==> config.mk <==
export PLATFORM = sky130hd
export DESIGN_NAME = stopwatch_ctrl_flat
export DESIGN_NICKNAME = d
export VERILOG_FILES = /design/src/rtl/stopwatch_pkg.sv /design/src/rtl/stopwatch_ctrl_if.sv /design/src/rtl/stopwatch_ctrl_btn_debounce.sv /design/src/rtl/stopwatch_ctrl.sv /design/src/flat_wrapper.sv
export SDC_FILE = /design/constraint.sdc
export NUM_CORES = 1
export LEC_CHECK = 0
export BUFFER_PORTS_ARGS = -buffer_cell sky130_fd_sc_hd__buf_2
export CORE_UTILIZATION = 65
export DETAILED_ROUTE_END_ITERATION = 8
export PLACE_DENSITY = 0.85
export SYNTH_ARGS = -nofsm -noshare
export SYNTH_HDL_FRONTEND = slang
export SYNTH_SLANG_ARGS = --single-unit
==> constraint.sdc <==
create_clock -name clk -period 5.2 [get_ports clk]
set_input_delay 0.26 -clock clk [delete_from_list [all_inputs] [get_ports clk]]
set_output_delay 0.26 -clock clk [all_outputs]
set_load 0.03 [all_outputs]
==> src/rtl/stopwatch_pkg.sv <==
// Shared types and default timing constants for the stopwatch control block.
package stopwatch_pkg;

  typedef enum logic [1:0] {
    RUN    = 2'd0,
    PAUSE  = 2'd1,
    ADJUST = 2'd2
  } sw_state_e;

  localparam int unsigned ONE_HZ_DIV_DEF = 100_000_000;
  localparam int unsigned TWO_HZ_DIV_DEF = 50_000_000;
  localparam int unsigned BLINK_DIV_DEF  = 25_000_000;
  localparam int unsigned SCAN_DIV_DEF   = 200_000;
  localparam int unsigned DEB_CYCLES_DEF = 1_000_000;

  localparam int NUM_DIGITS = 4;
  localparam int DIGIT_W    = 2;

  // Counter width for a divide-by-div counter; never narrower than one bit.
  function automatic int cnt_w(input int unsigned div);
    return (div > 1) ? $clog2(div) : 1;
  endfunction

endpackage

==> src/rtl/stopwatch_ctrl_if.sv <==
// Board-side inputs and datapath-side control outputs of the stopwatch controller.
interface stopwatch_ctrl_if;
  import stopwatch_pkg::*;

  logic                  sw_adj;
  logic                  sw_sel;
  logic                  btn_pause;
  logic                  btn_reset;
  logic                  inc_sec;
  logic                  inc_min;
  logic                  carry_en;
  logic                  clr;
  logic                  blank_min;
  logic                  blank_sec;
  logic [DIGIT_W-1:0]    digit_idx;
  logic [NUM_DIGITS-1:0] an;
  logic                  paused;

  // Controller side: consumes board inputs, drives counter/display controls.
  modport master (
    input  sw_adj, sw_sel, btn_pause, btn_reset,
    output inc_sec, inc_min, carry_en, clr, blank_min, blank_sec, digit_idx, an, paused
  );

  // Board/datapath side.
  modport slave (
    output sw_adj, sw_sel, btn_pause, btn_reset,
    input  inc_sec, inc_min, carry_en, clr, blank_min, blank_sec, digit_idx, an, paused
  );

endinterface

==> src/rtl/stopwatch_ctrl_btn_debounce.sv <==
// Button conditioner: 2-FF synchroniser, stability counter and rising-edge pulse.
module btn_debounce
  import stopwatch_pkg::*;
#(
  parameter int unsigned DEB_CYCLES = DEB_CYCLES_DEF
) (
  input  logic clk,
  input  logic rst_n,
  input  logic btn_i,
  output logic pulse_o
);

  localparam int              CNT_W    = cnt_w(DEB_CYCLES);
  localparam logic [CNT_W-1:0] CNT_LAST = CNT_W'(DEB_CYCLES - 1);

  logic             sync1_q, sync2_q;
  logic             level_q, level_d;
  logic             pulse_q, pulse_d;
  logic [CNT_W-1:0] cnt_q, cnt_d;

  // Count consecutive samples that disagree with the accepted level; accept on the last one.
  always_comb begin
    cnt_d   = '0;
    level_d = level_q;
    pulse_d = 1'b0;
    if (sync2_q != level_q) begin
      if (cnt_q == CNT_LAST) begin
        level_d = sync2_q;
        pulse_d = sync2_q;
      end else begin
        cnt_d = cnt_q + 1'b1;
      end
    end
  end

  // Synchroniser, stability counter and pulse registers.
  always_ff @(posedge clk or negedge rst_n) begin
    if (!rst_n) begin
      sync1_q <= 1'b0;
      sync2_q <= 1'b0;
      level_q <= 1'b0;
      pulse_q <= 1'b0;
      cnt_q   <= '0;
    end else begin
      sync1_q <= btn_i;
      sync2_q <= sync1_q;
      level_q <= level_d;
      pulse_q <= pulse_d;
      cnt_q   <= cnt_d;
    end
  end

  assign pulse_o = pulse_q;

endmodule

==> src/rtl/stopwatch_ctrl.sv <==
// Stopwatch sequencing: input conditioning, RUN/PAUSE/ADJUST FSM, count strobes, blink and scan.
module stopwatch_ctrl
  import stopwatch_pkg::*;
#(
  parameter int unsigned ONE_HZ_DIV = ONE_HZ_DIV_DEF,
  parameter int unsigned TWO_HZ_DIV = TWO_HZ_DIV_DEF,
  parameter int unsigned BLINK_DIV  = BLINK_DIV_DEF,
  parameter int unsigned SCAN_DIV   = SCAN_DIV_DEF,
  parameter int unsigned DEB_CYCLES = DEB_CYCLES_DEF
) (
  input logic              clk,
  input logic              rst_n,
  stopwatch_ctrl_if.master bus
);

  localparam int D1_W = cnt_w(ONE_HZ_DIV);
  localparam int D2_W = cnt_w(TWO_HZ_DIV);
  localparam int BL_W = cnt_w(BLINK_DIV);
  localparam int SC_W = cnt_w(SCAN_DIV);
  localparam logic [D1_W-1:0] D1_LAST = D1_W'(ONE_HZ_DIV - 1);
  localparam logic [D2_W-1:0] D2_LAST = D2_W'(TWO_HZ_DIV - 1);
  localparam logic [BL_W-1:0] BL_LAST = BL_W'(BLINK_DIV - 1);
  localparam logic [SC_W-1:0] SC_LAST = SC_W'(SCAN_DIV - 1);

  logic               adj_s1_q, adj_s2_q, sel_s1_q, sel_s2_q;
  logic               pause_p, reset_p;
  sw_state_e          state_q, state_d;
  logic               paused_q, paused_d, clr_q, clr_d;
  logic               inc_sec_q, inc_sec_d, inc_min_q, inc_min_d;
  logic [D1_W-1:0]    div1_q, div1_d;
  logic [D2_W-1:0]    div2_q, div2_d;
  logic [BL_W-1:0]    blink_cnt_q, blink_cnt_d;
  logic               blink_q, blink_d;
  logic [SC_W-1:0]    scan_cnt_q, scan_cnt_d;
  logic [DIGIT_W-1:0] digit_q, digit_d;

  btn_debounce #(.DEB_CYCLES(DEB_CYCLES)) u_deb_pause (
    .clk(clk), .rst_n(rst_n), .btn_i(bus.btn_pause), .pulse_o(pause_p)
  );

  btn_debounce #(.DEB_CYCLES(DEB_CYCLES)) u_deb_reset (
    .clk(clk), .rst_n(rst_n), .btn_i(bus.btn_reset), .pulse_o(reset_p)
  );

  // Two-stage synchronisers for the ADJ and SEL switches.
  always_ff @(posedge clk or negedge rst_n) begin
    if (!rst_n) begin
      adj_s1_q <= 1'b0;
      adj_s2_q <= 1'b0;
      sel_s1_q <= 1'b0;
      sel_s2_q <= 1'b0;
    end else begin
      adj_s1_q <= bus.sw_adj;
      adj_s2_q <= adj_s1_q;
      sel_s1_q <= bus.sw_sel;
      sel_s2_q <= sel_s1_q;
    end
  end

  // Mode selection: adjust switch first, then the pause flag.
  always_comb begin
    state_d = RUN;
    if (adj_s2_q) begin
      state_d = ADJUST;
    end else if (paused_q) begin
      state_d = PAUSE;
    end
  end

  // Pause flag, clear strobe, the two count dividers and the inc strobes.
  always_comb begin
    paused_d  = paused_q;
    clr_d     = reset_p;
    div1_d    = div1_q;
    div2_d    = '0;
    inc_sec_d = 1'b0;
    inc_min_d = 1'b0;
    if (reset_p) begin
      paused_d = 1'b0;
    end else if (pause_p) begin
      paused_d = ~paused_q;
    end
    case (state_q)
      RUN: begin
        div1_d    = (div1_q == D1_LAST) ? '0 : div1_q + 1'b1;
        inc_sec_d = (div1_q == D1_LAST);
      end
      ADJUST: begin
        div1_d = '0;
        div2_d = (div2_q == D2_LAST) ? '0 : div2_q + 1'b1;
        if (div2_q == D2_LAST) begin
          inc_sec_d = sel_s2_q;
          inc_min_d = ~sel_s2_q;
        end
      end
      default: ;
    endcase
    // A reset press restarts the count and must never overlap a count strobe with clr.
    if (reset_p) begin
      div1_d    = '0;
      div2_d    = '0;
      inc_sec_d = 1'b0;
      inc_min_d = 1'b0;
    end
  end

  // Free-running blink and anode-scan timebases.
  always_comb begin
    blink_cnt_d = (blink_cnt_q == BL_LAST) ? '0 : blink_cnt_q + 1'b1;
    blink_d     = (blink_cnt_q == BL_LAST) ? ~blink_q : blink_q;
    scan_cnt_d  = (scan_cnt_q == SC_LAST) ? '0 : scan_cnt_q + 1'b1;
    digit_d     = (scan_cnt_q == SC_LAST) ? digit_q + 1'b1 : digit_q;
  end

  // State, control and timebase registers.
  always_ff @(posedge clk or negedge rst_n) begin
    if (!rst_n) begin
      state_q     <= RUN;
      paused_q    <= 1'b0;
      clr_q       <= 1'b0;
      inc_sec_q   <= 1'b0;
      inc_min_q   <= 1'b0;
      div1_q      <= '0;
      div2_q      <= '0;
      blink_cnt_q <= '0;
      blink_q     <= 1'b0;
      scan_cnt_q  <= '0;
      digit_q     <= '0;
    end else begin
      state_q     <= state_d;
      paused_q    <= paused_d;
      clr_q       <= clr_d;
      inc_sec_q   <= inc_sec_d;
      inc_min_q   <= inc_min_d;
      div1_q      <= div1_d;
      div2_q      <= div2_d;
      blink_cnt_q <= blink_cnt_d;
      blink_q     <= blink_d;
      scan_cnt_q  <= scan_cnt_d;
      digit_q     <= digit_d;
    end
  end

  assign bus.inc_sec   = inc_sec_q;
  assign bus.inc_min   = inc_min_q;
  assign bus.clr       = clr_q;
  assign bus.paused    = paused_q;
  assign bus.carry_en  = (state_q != ADJUST);
  assign bus.blank_min = (state_q == ADJUST) & ~sel_s2_q & blink_q;
  assign bus.blank_sec = (state_q == ADJUST) & sel_s2_q & blink_q;
  assign bus.digit_idx = digit_q;
  assign bus.an        = ~(NUM_DIGITS'(1) << digit_q);

endmodule

==> src/flat_wrapper.sv <==
// flat-port wrapper written by rule: the top's interface ports become plain ports
module stopwatch_ctrl_flat import stopwatch_pkg::*;
#(
  parameter int unsigned ONE_HZ_DIV = ONE_HZ_DIV_DEF,
  parameter int unsigned TWO_HZ_DIV = TWO_HZ_DIV_DEF,
  parameter int unsigned BLINK_DIV  = BLINK_DIV_DEF,
  parameter int unsigned SCAN_DIV   = SCAN_DIV_DEF,
  parameter int unsigned DEB_CYCLES = DEB_CYCLES_DEF
)
  (clk, rst_n, bus_sw_adj, bus_sw_sel, bus_btn_pause, bus_btn_reset, bus_inc_sec, bus_inc_min, bus_carry_en, bus_clr, bus_blank_min, bus_blank_sec, bus_digit_idx, bus_an, bus_paused);
  stopwatch_ctrl_if bus_i ();
  input logic clk;
  input logic rst_n;
  input wire logic [$bits(bus_i.sw_adj)-1:0] bus_sw_adj;
  input wire logic [$bits(bus_i.sw_sel)-1:0] bus_sw_sel;
  input wire logic [$bits(bus_i.btn_pause)-1:0] bus_btn_pause;
  input wire logic [$bits(bus_i.btn_reset)-1:0] bus_btn_reset;
  output wire logic [$bits(bus_i.inc_sec)-1:0] bus_inc_sec;
  output wire logic [$bits(bus_i.inc_min)-1:0] bus_inc_min;
  output wire logic [$bits(bus_i.carry_en)-1:0] bus_carry_en;
  output wire logic [$bits(bus_i.clr)-1:0] bus_clr;
  output wire logic [$bits(bus_i.blank_min)-1:0] bus_blank_min;
  output wire logic [$bits(bus_i.blank_sec)-1:0] bus_blank_sec;
  output wire logic [$bits(bus_i.digit_idx)-1:0] bus_digit_idx;
  output wire logic [$bits(bus_i.an)-1:0] bus_an;
  output wire logic [$bits(bus_i.paused)-1:0] bus_paused;
  assign bus_i.sw_adj = bus_sw_adj;
  assign bus_i.sw_sel = bus_sw_sel;
  assign bus_i.btn_pause = bus_btn_pause;
  assign bus_i.btn_reset = bus_btn_reset;
  assign bus_inc_sec = bus_i.inc_sec;
  assign bus_inc_min = bus_i.inc_min;
  assign bus_carry_en = bus_i.carry_en;
  assign bus_clr = bus_i.clr;
  assign bus_blank_min = bus_i.blank_min;
  assign bus_blank_sec = bus_i.blank_sec;
  assign bus_digit_idx = bus_i.digit_idx;
  assign bus_an = bus_i.an;
  assign bus_paused = bus_i.paused;
  stopwatch_ctrl #(.ONE_HZ_DIV(ONE_HZ_DIV), .TWO_HZ_DIV(TWO_HZ_DIV), .BLINK_DIV(BLINK_DIV), .SCAN_DIV(SCAN_DIV), .DEB_CYCLES(DEB_CYCLES)) u_core (.clk(clk), .rst_n(rst_n), .bus(bus_i));
endmodule
* Word level (Yosys, flattened, before mapping) *
Index checks and enable logic that the tools add are counted.

cells by class
  add/sub/neg operators = 7
  equal/unequal tests = 10
  shift operators = 1
  mux-type cells = 26
  bitwise gates (word level) = 8
  reduce and logical (&&, ||, !) cells = 5

operators by type and width
  operator               count
  $mux 20                4
  $mux 26                3
  $mux 27                2
  $pmux 27 s2            1
  $add 20x1->20 const B  2
  $eq 20x20->1 const B   2
  $add 27x1->27 const B  1
  $eq 27x27->1 const B   1
  $add 26x1->26 const B  1
  $eq 26x26->1 const B   1
  $add 25x1->25 const B  1
  $eq 25x25->1 const B   1
  $mux 25                1
  $add 18x1->18 const B  1
  $eq 18x18->1 const B   1
  $mux 18                1
  $mux 1                 12
  $and 1x1->1            4
  $not 4->4              1
  $reduce_and 2->1       2
  $shl 1x2->4 const A    1
  $not 1->1              3
  $reduce_bool 3->1      1
  $add 2x1->2 const B    1
  other kinds (7)        8

word-level totals
  bits in registers = 157
  output and inout bits = 13

* Depth between registers and ports, before layout *
  depth after elaboration = 4
  gate-level depth with buffers = 8
  mapped depth without buffers = 6

* By module *
A second synthesis with hierarchy kept.

second synthesis, totals
  cells, all modules = 753
  area, all modules = 7727.4 µm²

by module, submodules not included
  module          instances  cells an instance  area an instance (µm²)
  stopwatch_ctrl  1          539                5357.6
  btn_debounce    2          107                1184.9

* Worst setup path before layout *
No wires, ideal clock.

  path kind = register to register
  start point = reg u_core.div1_q[0]
  end point = reg u_core.div1_q[18]
  arrival time = 1745 ps
  path slack = 3386 ps
  stages on the path, launching flop included = 7
  buffers on the path = 0
  period minus slack after synthesis = 1814 ps
  path through = dfrtp_1 ha_1 and4b_1 and4_1 a21oi_2 or3b_2 nand3_1

on the way
  longest elaborated chain between the ends = 4
  elaborated cells on any way between the ends = 5

ends and longest elaborated chain
  element                                        line                   text
  start: declaration                             stopwatch_ctrl.sv:30   logic [D1_W-1:0] div1_q, div1_d;
  start signal: assignment                       stopwatch_ctrl.sv:135  div1_q <= div1_d;
  $add 27x1->27 or $eq 27x27->1 (tied branches)  stopwatch_ctrl.sv:85   div1_d = (div1_q == D1_LAST) ? '0 : div1_q + 1'b1;
  $mux 27 (*)                                    stopwatch_ctrl.sv:85
  $pmux 27 s2 (*)                                stopwatch_ctrl.sv:83   case (state_q)
  $mux 27 (*)                                    stopwatch_ctrl.sv:99   if (reset_p) begin

Every way passes the cells marked *; elsewhere a longest branch is shown, timed or not.
A chain may end at the register's enable or synchronous reset.

* Worst setup path after layout *
  start point = reg u_core.div2_q[8]
  end point = reg u_core.div2_q[8]

on the way
  longest elaborated chain between the ends = 4
  elaborated cells on any way between the ends = 5

ends and longest elaborated chain
  element                                        line                   text
  start: declaration                             stopwatch_ctrl.sv:31   logic [D2_W-1:0] div2_q, div2_d;
  start signal: assignment                       stopwatch_ctrl.sv:136  div2_q <= div2_d;
  $add 26x1->26 or $eq 26x26->1 (tied branches)  stopwatch_ctrl.sv:90   div2_d = (div2_q == D2_LAST) ? '0 : div2_q + 1'b1;
  $mux 26 (*)                                    stopwatch_ctrl.sv:90
  $mux 26 (*)                                    stopwatch_ctrl.sv:83
  $mux 26 (*)                                    stopwatch_ctrl.sv:99
  net u_core.div2_d[8]                           stopwatch_ctrl.sv:31

Mark *: on every way through the listed nets, which the timed path passes. The rest lies on a longest branch.

==> flow_metrics.py <==
metrics = {
    "sta": {
        "max_freq_ghz": 0.429,
        "tightest_slew_ps": 1010,
        "maxSlewViolCount": 0,
        "hold_viol_final": 0,
        "grt_setup_unrepaired": "false",
        "finalSetupTns_ps": 0,
        "setup_violations": 0,
        "fin_worst_skew_ps": 7.62,
        "period_needed_ps": 2330,
        "period_share_pct": 44.9,
        "holdWs_ps": 348,
        "slew_headroom_pct": 32.0,
    },
    "power": {
        "p_switching_uw": 533,
        "p_int_uw": 2030,
        "pwr-share-comb_pct": 2.9,
        "seq_power_share_pct": 49.3,
        "power_frac_clock_pct": 47.8,
        "leakage_uw": 0.00373,
        "powerDensity_nw_per_um2": 307,
        "max-vdd-ir-drop_v": 0.000319,
        "sw_frac_of_total_pct": 20.8,
    },
    "cts": {
        "post-cts-setup-buffers": 0,
        "cts_buffers": 17,
        "clock_latency_ps": 430,
        "cts_tree": "yes",
        "root_buffer": "clkbuf_16",
        "path_clk_slew_ps": 60,
        "clk_path_buf_depth": 2,
        "htree_levels": 4,
        "clkSinkCount": 157,
    },
    "worst_setup_path": {
        "crit_path_start_kind": "register",
        "cp_max_fo": 25,
        "cp_slowest_cell": "nand2b_1",
        "arrival_ps": 2590,
        "cp-end-kind": "register",
        "reg2reg_setup_slack_ps": 2870,
        "r2r_cells": 5,
        "worstPathRequired_ps": 5460,
        "max_stage_delay_ps": 680,
        "crit_path_cell_trace": "or4b_1, nor3_1, nand4_1, nand2b_1, nor2_1",
        "worstSetupPathType": "reg2reg",
    },
    "routing": {
        "post_drt_wl_per_cell_um": 15.9,
        "vias": 5625,
        "dr.pass1.iters": 5,
        "vias_per_cell": 6.06,
        "drc_errors": 0,
        "ant_nets": 0,
        "drtIter0Drc": 558,
        "routed_wl_mm": 14.8,
    },
    "min_path": {
        "hold_depth": 0,
        "hold_class": "reg2reg",
    },
    "synth": {
        "syn_area_um2": 7560,
        "synth_edf_count": 0,
        "yosysTopAreaCell": "dfrtp_1",
        "synth.distinct_cells": 52,
        "postSynthCellCount": 756,
        "synth_area_leaders": "dfrtp_1 52%, xor2_1 6.0%, nor2_1 6.0%",
        "yosys_warnings": 0,
        "ys_ff_latch": 157,
        "postSynthAreaPerCell_um2": 10.0,
        "yosysSeqAreaShare_pct": 52.0,
        "yosysMostFrequentCell": "dfrtp_1",
        "async_flop_share_pct": 100,
        "yosys-top-cells-count": "157 x dfrtp_1, 121 x nor2_1, 56 x nand3_1",
        "synth_top_area_share_pct": 52.0,
        "synth_flop_cell": "dfrtp_1",
        "syn-num-nets": 772,
    },
    "global_routing": {
        "grt_usage_pct": 26.5,
        "gr-total-overflow": 0,
        "antenna_found_initial": 0,
        "grt_max_degree": 94,
        "grt_pass1_vias": 5404,
        "grt_pass1_wl_mm": 24.3,
    },
    "layout": {
        "fillers": 743,
        "area_delta_synth_final_pct": 10.2,
        "drive_gt1_share_pct": 8.41,
        "nets": 792,
        "multi_input_area_um2": 3400,
        "regArea_um2": 3930,
        "antennaDiodeCount": 0,
    },
    "placement": {
        "gp_congestion": 0.833,
        "dpl.hpwl_mm": 9.35,
        "io_buffers": 18,
    },
    "die": {
        "io_pins": 19,
        "core_area_um2": 11400,
        "die_h_um": 110,
        "chipWidth_um": 110,
        "num_rows": 39,
        "start_util_pct": 66.5,
        "dieArea_um2": 12100,
    },
    "run_status": {
        "status": "completed",
    },
    "job": {
        "drv_cap": 0,
    },
}
## worst paths after layout
| path | endpoint | start |
|---|---|---|
| setup reg to reg | u_core.div2_q[8] | u_core.div2_q[8] |
| hold reg to reg | u_core.u_deb_pause.sync2_q | u_core.u_deb_pause.sync1_q |
| min in group asynchronous | u_core.div1_q[21] | rst_n |
| max in group asynchronous | u_core.u_deb_pause.cnt_q[10] | rst_n |
| setup / recovery | u_core.div2_q[8] | u_core.div2_q[8] |
| hold / removal | u_core.u_deb_pause.sync2_q | u_core.u_deb_pause.sync1_q |
## kinds of logic (layout without fill, tap and decap cells)
kind of cell | count (synthesis) | after routing | synth area share [%]
DFF | 157 | 157 | 52.0
adders and majority gates | 10 | 10 | 1.66
xor gates and xnor gates | 99 | 99 | 11.5
and+or+nand+nor | 373 | 373 | 25.9
AOI/OAI and AO/OA | 63 | 63 | 5.03
buffers and inverters | 48 | 77 | 3.09
muxes | 6 | 6 | 0.861
## power by group through the flow
stage	registers, uW	clock network [uW]	logic, uW
final	1260	1220	74.5
after floorplan	1280	0	41.9
after global placement	1280	0	68.8
after global routing	1270	1280	88.0
after CTS	1260	1240	76.4
after detailed placement	1280	0	72.8
## routing by layer
metal,GRT usage (%),part of all wire (%)
met1,31.6,43
met2,45.6,51
met3,6.52,3.8
met4,11.0,2.0
met5,0,0
## placed cells by master, fill, tap and decap left out, drive strengths merged, types with 4 or more instances in the layout
master / netlist / final
a21oi: 21 / 21
a31oi: 23 / 23
a41oi: 4 / 4
and3: 23 / 23
and4: 13 / 13
buf: 16 / 20
clkbuf: 8 / 20
clkinv: 0 / 5
dfrtp: 157 / 157
dlygate4sd3: 0 / 5
ha: 10 / 10
inv: 24 / 24
mux2: 4 / 4
nand2: 48 / 48
nand2b: 9 / 9
nand3: 56 / 56
nand4: 38 / 38
nor2: 121 / 121
nor2b: 8 / 8
nor3: 19 / 19
nor4: 6 / 6
nor4b: 5 / 5
o21ai: 10 / 10
or2: 5 / 5
xnor2: 47 / 47
xor2: 52 / 52
## critical path: cells and delay by family (launching register included)
family | cells | cell delay (ps)
AND/OR/NAND/NOR | 5 | 1740
flip-flops | 1 | 410
## repair_timing
item / CTS / global route
endpoints found under the hold margin: 96 / 0
gates resized for setup: 0 / 0
hold buffers: 5 / 0
## stage by stage
step	std cells	instance area, um^2	total power [uW]	util, %	setup WS (ps)
2_1_floorplan	756	7560	1320	-	3390
4_1_cts	928	8330	2580	73.3	2860
6_report	928	8330	2560	73.3	2870
5_1_grt	928	8330	2640	73.3	2730
3_5_place_dp	895	7710	1360	67.8	2900
3_3_place_gp	895	7710	1350	67.8	3010
## area by class of cell
cell class	count	share of cell area (%)
Inverter	24	1.08
Sequential cell	157	47.2
Clock inverter	8	1.43
Clock buffer	20	5.48
Multi-Input combinational cell	551	40.8
Timing Repair Buffer	25	1.94
Tap cell	143	2.15
## registers in the layout (all words and copies together) (netlist names), 2 cells and up
name                      cells
u_core.blink_cnt_q           25
u_core.div1_q                27
u_core.div2_q                26
u_core.u_deb_pause.cnt_q     20
u_core.bus.digit_idx          2
u_core.u_deb_reset.cnt_q     20
u_core.scan_cnt_q            18
u_core.state_q                2
Power figures use the tool's default switching activity.
